## config.mk

```make
export PLATFORM = sky130hd
export DESIGN_NAME = ysyx_22050550_wb_arbiter_flat
export DESIGN_NICKNAME = d
export VERILOG_FILES = /design/src/rtl/ysyx_22050550_wb_arbiter_if.sv /design/src/rtl/ysyx_22050550_wb_arbiter.sv /design/src/flat_wrapper.sv
export SDC_FILE = /design/constraint.sdc
export NUM_CORES = 1
export LEC_CHECK = 0
export BUFFER_PORTS_ARGS = -buffer_cell sky130_fd_sc_hd__buf_2
export CORE_MARGIN = 2
export CORE_UTILIZATION = 48
export DETAILED_ROUTE_END_ITERATION = 8
export GPL_ROUTABILITY_DRIVEN = 0
export PLACE_DENSITY = 0.91
export SLEW_MARGIN = 10
export SYNTH_ARGS = -nofsm -noshare
export SYNTH_HDL_FRONTEND = slang
export SYNTH_SLANG_ARGS = --single-unit
```

## constraint.sdc

```tcl
create_clock -name clock -period 2.86 [get_ports clock]
set_input_delay 0.715 -clock clock [delete_from_list [all_inputs] [get_ports clock]]
set_output_delay 0.715 -clock clock [all_outputs]
set_load 0.03 [all_outputs]
```

## src/rtl/ysyx_22050550_wb_arbiter_if.sv

```systemverilog
// Writeback arbiter bus bundle.
// Groups the two result channels (EXU, LSU), the register-file write port,
// the scoreboard release port and the commit/retire outputs.
//   slave  : arbiter view (takes results, drives ready/RF/SB/commit)
//   master : environment view (pipeline stages, RF, scoreboard, perf)
interface ysyx_22050550_wb_arbiter_if #(
    parameter int XLEN = 64
);
    logic            io_EXU_valid;
    logic            io_EXU_ready;
    logic [4:0]      io_EXU_waddr;
    logic            io_EXU_wen;
    logic [XLEN-1:0] io_EXU_wdata;

    logic            io_LSU_valid;
    logic            io_LSU_ready;
    logic [4:0]      io_LSU_waddr;
    logic            io_LSU_wen;
    logic [XLEN-1:0] io_LSU_wdata;

    logic            io_RF_wen;
    logic [4:0]      io_RF_waddr;
    logic [XLEN-1:0] io_RF_wdata;
    logic            io_SB_wen;
    logic [4:0]      io_SB_waddr;
    logic            io_commit;
    logic [XLEN-1:0] io_retire_cnt;

    modport slave (
        input  io_EXU_valid, io_EXU_waddr, io_EXU_wen, io_EXU_wdata,
        input  io_LSU_valid, io_LSU_waddr, io_LSU_wen, io_LSU_wdata,
        output io_EXU_ready, io_LSU_ready,
        output io_RF_wen, io_RF_waddr, io_RF_wdata,
        output io_SB_wen, io_SB_waddr,
        output io_commit, io_retire_cnt
    );

    modport master (
        output io_EXU_valid, io_EXU_waddr, io_EXU_wen, io_EXU_wdata,
        output io_LSU_valid, io_LSU_waddr, io_LSU_wen, io_LSU_wdata,
        input  io_EXU_ready, io_LSU_ready,
        input  io_RF_wen, io_RF_waddr, io_RF_wdata,
        input  io_SB_wen, io_SB_waddr,
        input  io_commit, io_retire_cnt
    );
endinterface

```

## src/rtl/ysyx_22050550_wb_arbiter.sv

```systemverilog
// Writeback arbiter: round-robin select between the EXU and LSU result
// channels, one grant per cycle, registered RF write / scoreboard release,
// commit pulse and retire counter.
// Ports:
//   clock  - system clock, rising edge
//   reset  - synchronous, active-high
//   bus    - ysyx_22050550_wb_arbiter_if.slave (channels, RF/SB ports,
//            io_commit, io_retire_cnt); its XLEN must match this XLEN.
module ysyx_22050550_wb_arbiter #(
    parameter int XLEN = 64
) (
    input  logic                            clock,
    input  logic                            reset,
    ysyx_22050550_wb_arbiter_if.slave       bus
);
    typedef enum logic {
        GRANT_EXU = 1'b0,
        GRANT_LSU = 1'b1
    } grant_e;

    grant_e          last_grant;
    logic            grant_exu;
    logic            grant_lsu;
    logic [4:0]      sel_waddr;
    logic            sel_wen;
    logic [XLEN-1:0] sel_wdata;

    logic            wen_q;
    logic [4:0]      waddr_q;
    logic [XLEN-1:0] wdata_q;
    logic            commit_q;
    logic [XLEN-1:0] retire_cnt_q;

    // Ready doubles as the grant; forced low during reset so nothing is
    // accepted in a reset cycle.
    always_comb begin
        grant_exu = 1'b0;
        grant_lsu = 1'b0;
        if (!reset) begin
            if (bus.io_EXU_valid && bus.io_LSU_valid) begin
                // Tie: the channel that did not win last time goes now.
                if (last_grant == GRANT_LSU) begin
                    grant_exu = 1'b1;
                end else begin
                    grant_lsu = 1'b1;
                end
            end else begin
                grant_exu = bus.io_EXU_valid;
                grant_lsu = bus.io_LSU_valid;
            end
        end
        sel_waddr = grant_lsu ? bus.io_LSU_waddr : bus.io_EXU_waddr;
        sel_wen   = grant_lsu ? bus.io_LSU_wen   : bus.io_EXU_wen;
        sel_wdata = grant_lsu ? bus.io_LSU_wdata : bus.io_EXU_wdata;
    end

    assign bus.io_EXU_ready = grant_exu;
    assign bus.io_LSU_ready = grant_lsu;

    always_ff @(posedge clock) begin
        if (reset) begin
            last_grant   <= GRANT_EXU;
            wen_q        <= 1'b0;
            waddr_q      <= '0;
            wdata_q      <= '0;
            commit_q     <= 1'b0;
            retire_cnt_q <= '0;
        end else begin
            if (grant_exu || grant_lsu) begin
                // Writes to x0 still retire but never touch RF or scoreboard.
                wen_q      <= sel_wen && (sel_waddr != 5'd0);
                waddr_q    <= sel_waddr;
                wdata_q    <= sel_wdata;
                commit_q   <= 1'b1;
                last_grant <= grant_lsu ? GRANT_LSU : GRANT_EXU;
            end else begin
                wen_q    <= 1'b0;
                commit_q <= 1'b0;
            end
            if (commit_q) begin
                retire_cnt_q <= retire_cnt_q + XLEN'(1);
            end
        end
    end

    assign bus.io_RF_wen     = wen_q;
    assign bus.io_RF_waddr   = waddr_q;
    assign bus.io_RF_wdata   = wdata_q;
    assign bus.io_SB_wen     = wen_q;
    assign bus.io_SB_waddr   = waddr_q;
    assign bus.io_commit     = commit_q;
    assign bus.io_retire_cnt = retire_cnt_q;
endmodule

```

## src/flat_wrapper.sv

```systemverilog
// flat-port wrapper written by rule: the top's interface ports become plain ports
module ysyx_22050550_wb_arbiter_flat 
#(
    parameter int XLEN = 64
)
  (clock, reset, bus_io_EXU_valid, bus_io_EXU_waddr, bus_io_EXU_wen, bus_io_EXU_wdata, bus_io_LSU_valid, bus_io_LSU_waddr, bus_io_LSU_wen, bus_io_LSU_wdata, bus_io_EXU_ready, bus_io_LSU_ready, bus_io_RF_wen, bus_io_RF_waddr, bus_io_RF_wdata, bus_io_SB_wen, bus_io_SB_waddr, bus_io_commit, bus_io_retire_cnt);
  ysyx_22050550_wb_arbiter_if #(.XLEN(XLEN)) bus_i ();
  input  logic clock;
  input  logic reset;
  input wire logic [$bits(bus_i.io_EXU_valid)-1:0] bus_io_EXU_valid;
  input wire logic [$bits(bus_i.io_EXU_waddr)-1:0] bus_io_EXU_waddr;
  input wire logic [$bits(bus_i.io_EXU_wen)-1:0] bus_io_EXU_wen;
  input wire logic [$bits(bus_i.io_EXU_wdata)-1:0] bus_io_EXU_wdata;
  input wire logic [$bits(bus_i.io_LSU_valid)-1:0] bus_io_LSU_valid;
  input wire logic [$bits(bus_i.io_LSU_waddr)-1:0] bus_io_LSU_waddr;
  input wire logic [$bits(bus_i.io_LSU_wen)-1:0] bus_io_LSU_wen;
  input wire logic [$bits(bus_i.io_LSU_wdata)-1:0] bus_io_LSU_wdata;
  output wire logic [$bits(bus_i.io_EXU_ready)-1:0] bus_io_EXU_ready;
  output wire logic [$bits(bus_i.io_LSU_ready)-1:0] bus_io_LSU_ready;
  output wire logic [$bits(bus_i.io_RF_wen)-1:0] bus_io_RF_wen;
  output wire logic [$bits(bus_i.io_RF_waddr)-1:0] bus_io_RF_waddr;
  output wire logic [$bits(bus_i.io_RF_wdata)-1:0] bus_io_RF_wdata;
  output wire logic [$bits(bus_i.io_SB_wen)-1:0] bus_io_SB_wen;
  output wire logic [$bits(bus_i.io_SB_waddr)-1:0] bus_io_SB_waddr;
  output wire logic [$bits(bus_i.io_commit)-1:0] bus_io_commit;
  output wire logic [$bits(bus_i.io_retire_cnt)-1:0] bus_io_retire_cnt;
  assign bus_i.io_EXU_valid = bus_io_EXU_valid;
  assign bus_i.io_EXU_waddr = bus_io_EXU_waddr;
  assign bus_i.io_EXU_wen = bus_io_EXU_wen;
  assign bus_i.io_EXU_wdata = bus_io_EXU_wdata;
  assign bus_i.io_LSU_valid = bus_io_LSU_valid;
  assign bus_i.io_LSU_waddr = bus_io_LSU_waddr;
  assign bus_i.io_LSU_wen = bus_io_LSU_wen;
  assign bus_i.io_LSU_wdata = bus_io_LSU_wdata;
  assign bus_io_EXU_ready = bus_i.io_EXU_ready;
  assign bus_io_LSU_ready = bus_i.io_LSU_ready;
  assign bus_io_RF_wen = bus_i.io_RF_wen;
  assign bus_io_RF_waddr = bus_i.io_RF_waddr;
  assign bus_io_RF_wdata = bus_i.io_RF_wdata;
  assign bus_io_SB_wen = bus_i.io_SB_wen;
  assign bus_io_SB_waddr = bus_i.io_SB_waddr;
  assign bus_io_commit = bus_i.io_commit;
  assign bus_io_retire_cnt = bus_i.io_retire_cnt;
  ysyx_22050550_wb_arbiter #(.XLEN(XLEN)) u_core (.clock(clock), .reset(reset), .bus(bus_i));
endmodule
```

==> results of run 1 <==
-- through the flow --
step	cell area [sq um]	total power, mW	hold slack, ns	worst slack (ns)	util, %
after global routing	8840	5.31	0.501	0.126	64.0
after CTS	8840	5.15	0.492	0.328	64.0
after floorplan	6760	2.62	0.614	0.225	-
final	8840	5.13	0.502	0.315	64.0
after detailed placement	8230	2.89	0.493	0.348	59.5
after global placement	8230	2.87	0.485	0.509	59.5
-- kinds of logic after synthesis --
group / share of synthesized area [%]
adder cells (fa/ha/maj): 0.185
multiplexers: 1.06
XOR/XNOR: 4.15
flip-flops: 40.3
AND/OR/NAND/NOR: 18.2
AO/OA/AOI/OAI: 27.6
buffers and inverters: 8.52
-- cell usage in the layout, fill, tap and decap left out, drive strengths merged, types with 2 or more instances in the layout --
| cell type | netlist | final |
|---|---|---|
| buf | 19 | 299 |
| dfxtp | 136 | 136 |
| nor2 | 111 | 111 |
| a21oi | 95 | 95 |
| inv | 71 | 71 |
| a31oi | 64 | 64 |
| o221a | 64 | 64 |
| nand2 | 24 | 24 |
| xor2 | 23 | 23 |
| clkbuf | 57 | 22 |
| nand3 | 21 | 21 |
| nand4 | 20 | 20 |
| o21ai | 17 | 17 |
| or4 | 16 | 16 |
| or3 | 16 | 16 |
| o31ai | 14 | 14 |
| and3 | 10 | 10 |
| xnor2 | 9 | 9 |
| a211oi | 6 | 6 |
| and4 | 6 | 6 |
| mux2i | 6 | 6 |
| clkinv | 0 | 5 |
| nor4 | 5 | 5 |
| bufinv | 0 | 3 |
| or2 | 2 | 2 |
| and2 | 2 | 2 |
| nor3 | 2 | 2 |
-- synthesized netlist by cell type (all sizes together) --
| master | count |
|---|---|
| nor2 | 111 |
| nor2b | 1 |
| dfxtp | 136 |
| a21oi | 95 |
| and4 | 6 |
| or4b | 1 |
| o21ai | 17 |
| nor3 | 2 |
| or3 | 16 |
| or3b | 1 |
| a32o | 1 |
| clkbuf | 57 |
| nand2 | 24 |
| o21bai | 1 |
| ha | 1 |
| nand4 | 20 |
| o31ai | 14 |
| xor2 | 23 |
| and2 | 2 |
| mux2i | 6 |
| o21a | 1 |
| o221a | 64 |
| and3 | 10 |
| nor4b | 1 |
| inv | 71 |
| nand4b | 1 |
| a21bo | 1 |
| nor3b | 1 |
| buf | 19 |
| nand3 | 21 |
| a211oi | 6 |
| nor4 | 5 |
| xnor2 | 9 |
| mux2 | 1 |
| or4 | 16 |
| a31oi | 64 |
| or2 | 2 |
-- sequential cells by signal (all words and copies together), names as in the netlist --
signal	cells
u_core.bus.io_commit	1
u_core.bus.io_RF_wen	1
u_core.bus.io_RF_wdata	64
u_core.last_grant	1
u_core.bus.io_RF_waddr	5
u_core.bus.io_retire_cnt	64
-- where the power goes --
| part | switching [mW] | internal (mW) |
|---|---|---|
| Combinational | 0.514 | 0.297 |
| Sequential | 0.0553 | 1.99 |
| Clock | 0.799 | 1.47 |
| Total | 1.37 | 3.76 |
-- routing by layer --
layer  vias up  wire [microns]  track usage [%]
li1       3498               -                -
met1      3311            8100             30.1
met2       345            9780             43.0
met3        45            1760             7.81
met4         0             643             12.4
met5         -               0                0
-- path summary, 6_finish.rpt --
kind | start | end | slack [ns] | depth (start not counted)
min | u_core.bus.io_retire_cnt[43] | u_core.bus.io_retire_cnt[43] | 0.50 | 2
max reg2reg | u_core.bus.io_retire_cnt[8] | u_core.bus.io_retire_cnt[48] | 0.31 | 5
min reg2reg | u_core.bus.io_retire_cnt[43] | u_core.bus.io_retire_cnt[43] | 0.50 | 2
max | u_core.bus.io_retire_cnt[8] | u_core.bus.io_retire_cnt[48] | 0.31 | 5
-- critical path: cells and delay by family, from the launching register on --
family | cells | cell delay [ns]
AOI/OAI and AO/OA | 1 | 0.17
and+or+nand+nor | 4 | 1.87
DFF | 1 | 0.41
-- area by class of cell --
type                            instances  area share (%)
Tap cell                              180            2.55
Timing Repair Buffer                  299            17.5
Clock inverter                          8            1.34
Sequential cell                       136            30.8
Inverter                               71            3.01
Multi-Input combinational cell        545            39.2
Clock buffer                           22            5.59
==> out/results.ini, run 1 <==
[outcome]
outcome = completed

[sta]
period_share_pct = 89.0
finalHoldViolCount = 0
slew_violations = 0
fin_crit_ns = 2.55
fin_skew_ns = 0.0102
rsz0062_at_grt = false
relSlewSlack_pct = 45.3
worstMarginPinSlew_ns = 0.820
max_freq_mhz = 393
setup_violations = 0
fin_setup_tns_ns = 0

[clock_network]
numCtsBuffers = 17
cts.htree.levels = 4
hold_buffers = 0
cts_tree = done
insertion_delay_ns = 0.42
clkTransAtPathRegs_ns = 0.06
cts-root-buf = clkbuf_16
cts-resized-gates = 0
cts_setup_buffers = 0
clkSinkCount = 136
clk_path_buf_depth = 2

[placement]
port_buffers = 286
dp_hpwl_microns = 14200
dpl.cell_count = 1231

[yosys]
synth-seq-cells = 136
yosys.area.top_type = dfxtp_1
seq_area_frac_synth_pct = 40.3
synthesis.area_sq_um = 6760
synth_cells = 828
yosys_warnings = 0
syn_nets = 973
synth_top_cell_area_share_pct = 40.3
syn_area_per_cell_sq_um = 8.16
ys_types = 45
synth_area_leaders = dfxtp_1 (40%), o221a_2 (11%), a21oi_1 (7.0%), nor2_1 (6.2%), a31oi_1 (5.9%)

[final_layout]
regArea_sq_um = 2720
fill_cells = 1141
instances_no_fill = 1261
nNetsFinal = 1215
num_antenna_cells = 0
area_delta_synth_final_pct = 30.9
multiInputGateArea_sq_um = 3470
drive_gt1_share_pct = 37.7

[global_routing]
grt_pass1_wl_microns = 31100
antenna_found_initial = 0
grt_pass1_vias = 6372
overflow = 0
grt_max_degree = 194
grt_usage_pct = 25.8

[setup_path]
cp_max_fo = 19
crit_type = register to register
worstPathRequired_ns = 3.20
crit_path_end_kind = register
cp_data_arrival_time_ns = 2.88
cpPeakStageDelay_ns = 0.71
slowest_stage = or4b_2
crit_chain = nand4_1, nor4b_4, nand3_2, or4b_2, a21oi_1
start_kind = register

[pwr]
p_leak_nw = 4.15
powerDensity_nw_per_um2 = 580
max-vdd-ir-drop_mv = 0.389

[die]
dieArea_sq_um = 15000
coreArea_sq_um = 13800
die_x_microns = 123
placement_rows = 43
start_util_pct = 48.9
die_h_microns = 123
ios = 287

[routing]
routed_wl_microns = 20300
drt_first_pass_iters = 7
drt-initial-drc-count = 587
ant_nets = 0
vias_per_cell = 5.71
num_vias = 7199
wl_per_cell_microns = 16.1
drc = 0

[min_path]
worstHoldPathType = register to register

[job]
cap_violations = 0

Note: power is estimated with default switching activity, not from simulation.
==> run 2, diff against run 1 <==
--- a/config.mk
+++ b/config.mk
@@ -7,10 +7,9 @@
 export LEC_CHECK = 0
 export BUFFER_PORTS_ARGS = -buffer_cell sky130_fd_sc_hd__buf_2
 export CORE_MARGIN = 2
-export CORE_UTILIZATION = 48
+export CORE_UTILIZATION = 35
 export DETAILED_ROUTE_END_ITERATION = 8
-export GPL_ROUTABILITY_DRIVEN = 0
-export PLACE_DENSITY = 0.91
+export PLACE_DENSITY = 0.73
 export SLEW_MARGIN = 10
 export SYNTH_ARGS = -nofsm -noshare
 export SYNTH_HDL_FRONTEND = slang
==> run 2 against run 1 <==
Compared with the run above:
- wire length is 3.8% higher
- flip-flop and latch count unchanged
- largest power group unchanged
- final cell count up 6.6%
- clock skew grew 0.00050 ns
- setup slack gained 0.14 ns
- non-clock buffer count is the same
- clock power up 2%
- core utilization decreased by 16 points
==> out/results.ini, run 2 (synthesis gave the netlist of run 1 again) <==
[outcome]
outcome = completed

[min_path]
whs_path_depth = 2  ; unchanged
worstHoldPathType = register to register
min_from = u_core.bus.io_retire_cnt[62]

[sta]
period_share_pct = 84.1  ; -4.9 points
fin_skew_ns = 0.0107  ; +0.000502 ns
relSlewSlack_pct = 41.4  ; -3.9 points
fin_crit_ns = 2.40  ; -0.141 ns
fin_setup_tns_ns = 0  ; unchanged
fin_ws_ns = 0.456  ; +0.141 ns
slew_violations = 0  ; unchanged
setup_violations = 0  ; unchanged
fin_hold_ws_ns = 0.512  ; +0.00982 ns
worstMarginPinSlew_ns = 0.878  ; +0.0584 ns
finalHoldViolCount = 0  ; unchanged
max_freq_mhz = 416  ; +5.9%
rsz0062_at_grt = false

[setup_path]
crit_start = u_core.bus.io_retire_cnt[0]
r2r_end = u_core.bus.io_retire_cnt[58]
crit_type = register to register
cp_data_arrival_time_ns = 2.74  ; -0.14 ns
r2r_start = u_core.bus.io_retire_cnt[0]
start_kind = register
cp_max_fo = 11  ; -8
endpoint = u_core.bus.io_retire_cnt[58]
worstPathRequired_ns = 3.20  ; about the same
crit_path_end_kind = register
reg2reg_depth = 7  ; +2
r2r_slack_ns = 0.46  ; +0.14 ns

[placement]
place.gp.congestion = 0.843
port_buffers = 286  ; unchanged
dp_slack_ns = 0.486  ; +0.138 ns
dp_hpwl_microns = 14500  ; +2.2%

[clock_network]
clkTransAtPathRegs_ns = 0.06  ; about the same
hold_buffers = 0  ; unchanged
cts_setup_buffers = 0  ; unchanged
clk_path_buf_depth = 2  ; unchanged
cts_tree = done
cts-resized-gates = 0  ; unchanged
clkSinkCount = 136  ; unchanged
cts.htree.levels = 4  ; unchanged
insertion_delay_ns = 0.42  ; about the same
cts-root-buf = clkbuf_16
numCtsBuffers = 17  ; unchanged

[global_routing]
antenna_found_initial = 4  ; +4
grt_usage_pct = 19.8  ; -5.9 points
grt_max_degree = 190  ; -2.1%
overflow = 0  ; unchanged
grt_pass1_vias = 6389  ; +0.27%
grt_pass1_wl_microns = 32600  ; +4.9%

[die]
die_h_microns = 143  ; +17%
coreArea_sq_um = 18800  ; +36%
dieArea_sq_um = 20400  ; +36%
ios = 287  ; unchanged
die_x_microns = 143  ; +17%
placement_rows = 50  ; +16%
start_util_pct = 35.9  ; -13 points

[pwr]
power_mw = 5.18  ; +1.0%
max-vdd-ir-drop_mv = 0.345  ; -11%
powerDensity_nw_per_um2 = 577  ; -0.41%
p_leak_nw = 4.15  ; about the same

[final_layout]
drive_gt1_share_pct = 37.7  ; +0.058 points
mostFrequentLayoutCell = buf_2
regArea_sq_um = 2720  ; unchanged
fill_cells = 1834  ; +61%
final_cell_mix = buf_2 (284), dfxtp_1 (135), nor2_1 (111), a21oi_1 (95), inv_1 (71)
nNetsFinal = 1215  ; unchanged
area_delta_synth_final_pct = 32.8
multiInputGateArea_sq_um = 3470  ; unchanged

[routing]
ant_nets = 0  ; unchanged
drt-initial-drc-count = 380  ; -35%
vias_per_cell = 5.26  ; -7.8%
num_vias = 7074  ; -1.7%
drt_first_pass_iters = 5  ; -2
drc = 0  ; unchanged
routed_wl_microns = 21100  ; +3.8%
wl_per_cell_microns = 15.7  ; -2.6%

[job]
cap_violations = 0  ; unchanged

-- run 2: report_power, final --
group	internal [mW]	leakage, nW	switching (mW)
combinational	0.298	2.73	0.517
clock	1.46	0.302	0.859
sequential	1.99	1.12	0.0522
total	3.75	4.15	1.43
-- run 2: metrics by stage --
step / instance area [sq um] / std cells / util, %
2_1_floorplan: 6760 / 828 / -
3_3_place_gp: 8340 / 1311 / 44.3
3_5_place_dp: 8340 / 1311 / 44.3
4_1_cts: 8970 / 1342 / 47.6
5_1_grt: 8970 / 1343 / 47.6
6_report: 8970 / 1344 / 47.6
-- run 2: how the worst min path moves through the flow --
| stage | end | slack (ns) |
|---|---|---|
| after floorplan | u_core.bus.io_retire_cnt[62] | 0.61 |
| after global placement | u_core.bus.io_retire_cnt[62] | 0.49 |
| after detailed placement | u_core.bus.io_retire_cnt[62] | 0.50 |
| after CTS | u_core.bus.io_RF_wen | 0.51 |
| after global routing | u_core.bus.io_RF_wen | 0.53 |
| final | u_core.bus.io_retire_cnt[62] | 0.51 |
-- run 2: cell type report --
cell class / count / area share [%]
Antenna cell: 2 / 0.0558
Clock buffer: 21 / 5.36
Clock inverter: 10 / 1.58
Inverter: 71 / 2.97
Multi-Input combinational cell: 545 / 38.6
Sequential cell: 136 / 30.4
Tap cell: 260 / 3.63
Timing Repair Buffer: 299 / 17.4
-- run 2: metal layers --
metal / part of all wire [%] / wire, microns / GRT usage [%]
met5: 0.15 / 32 / 0
met4: 1.2 / 260 / 5.73
met3: 8.5 / 1790 / 6.34
met2: 47 / 9980 / 32.7
met1: 43 / 9000 / 24.7
-- run 2: worst max-delay path, cell delays in order, from the launching register on --
cell	delay, ns
dfxtp_1	0.39
ha_1	0.22
and3_1	0.23
nor4b_4	0.34
nand3_2	0.25
buf_4	0.24
or4_1	0.50
a21oi_1	0.15
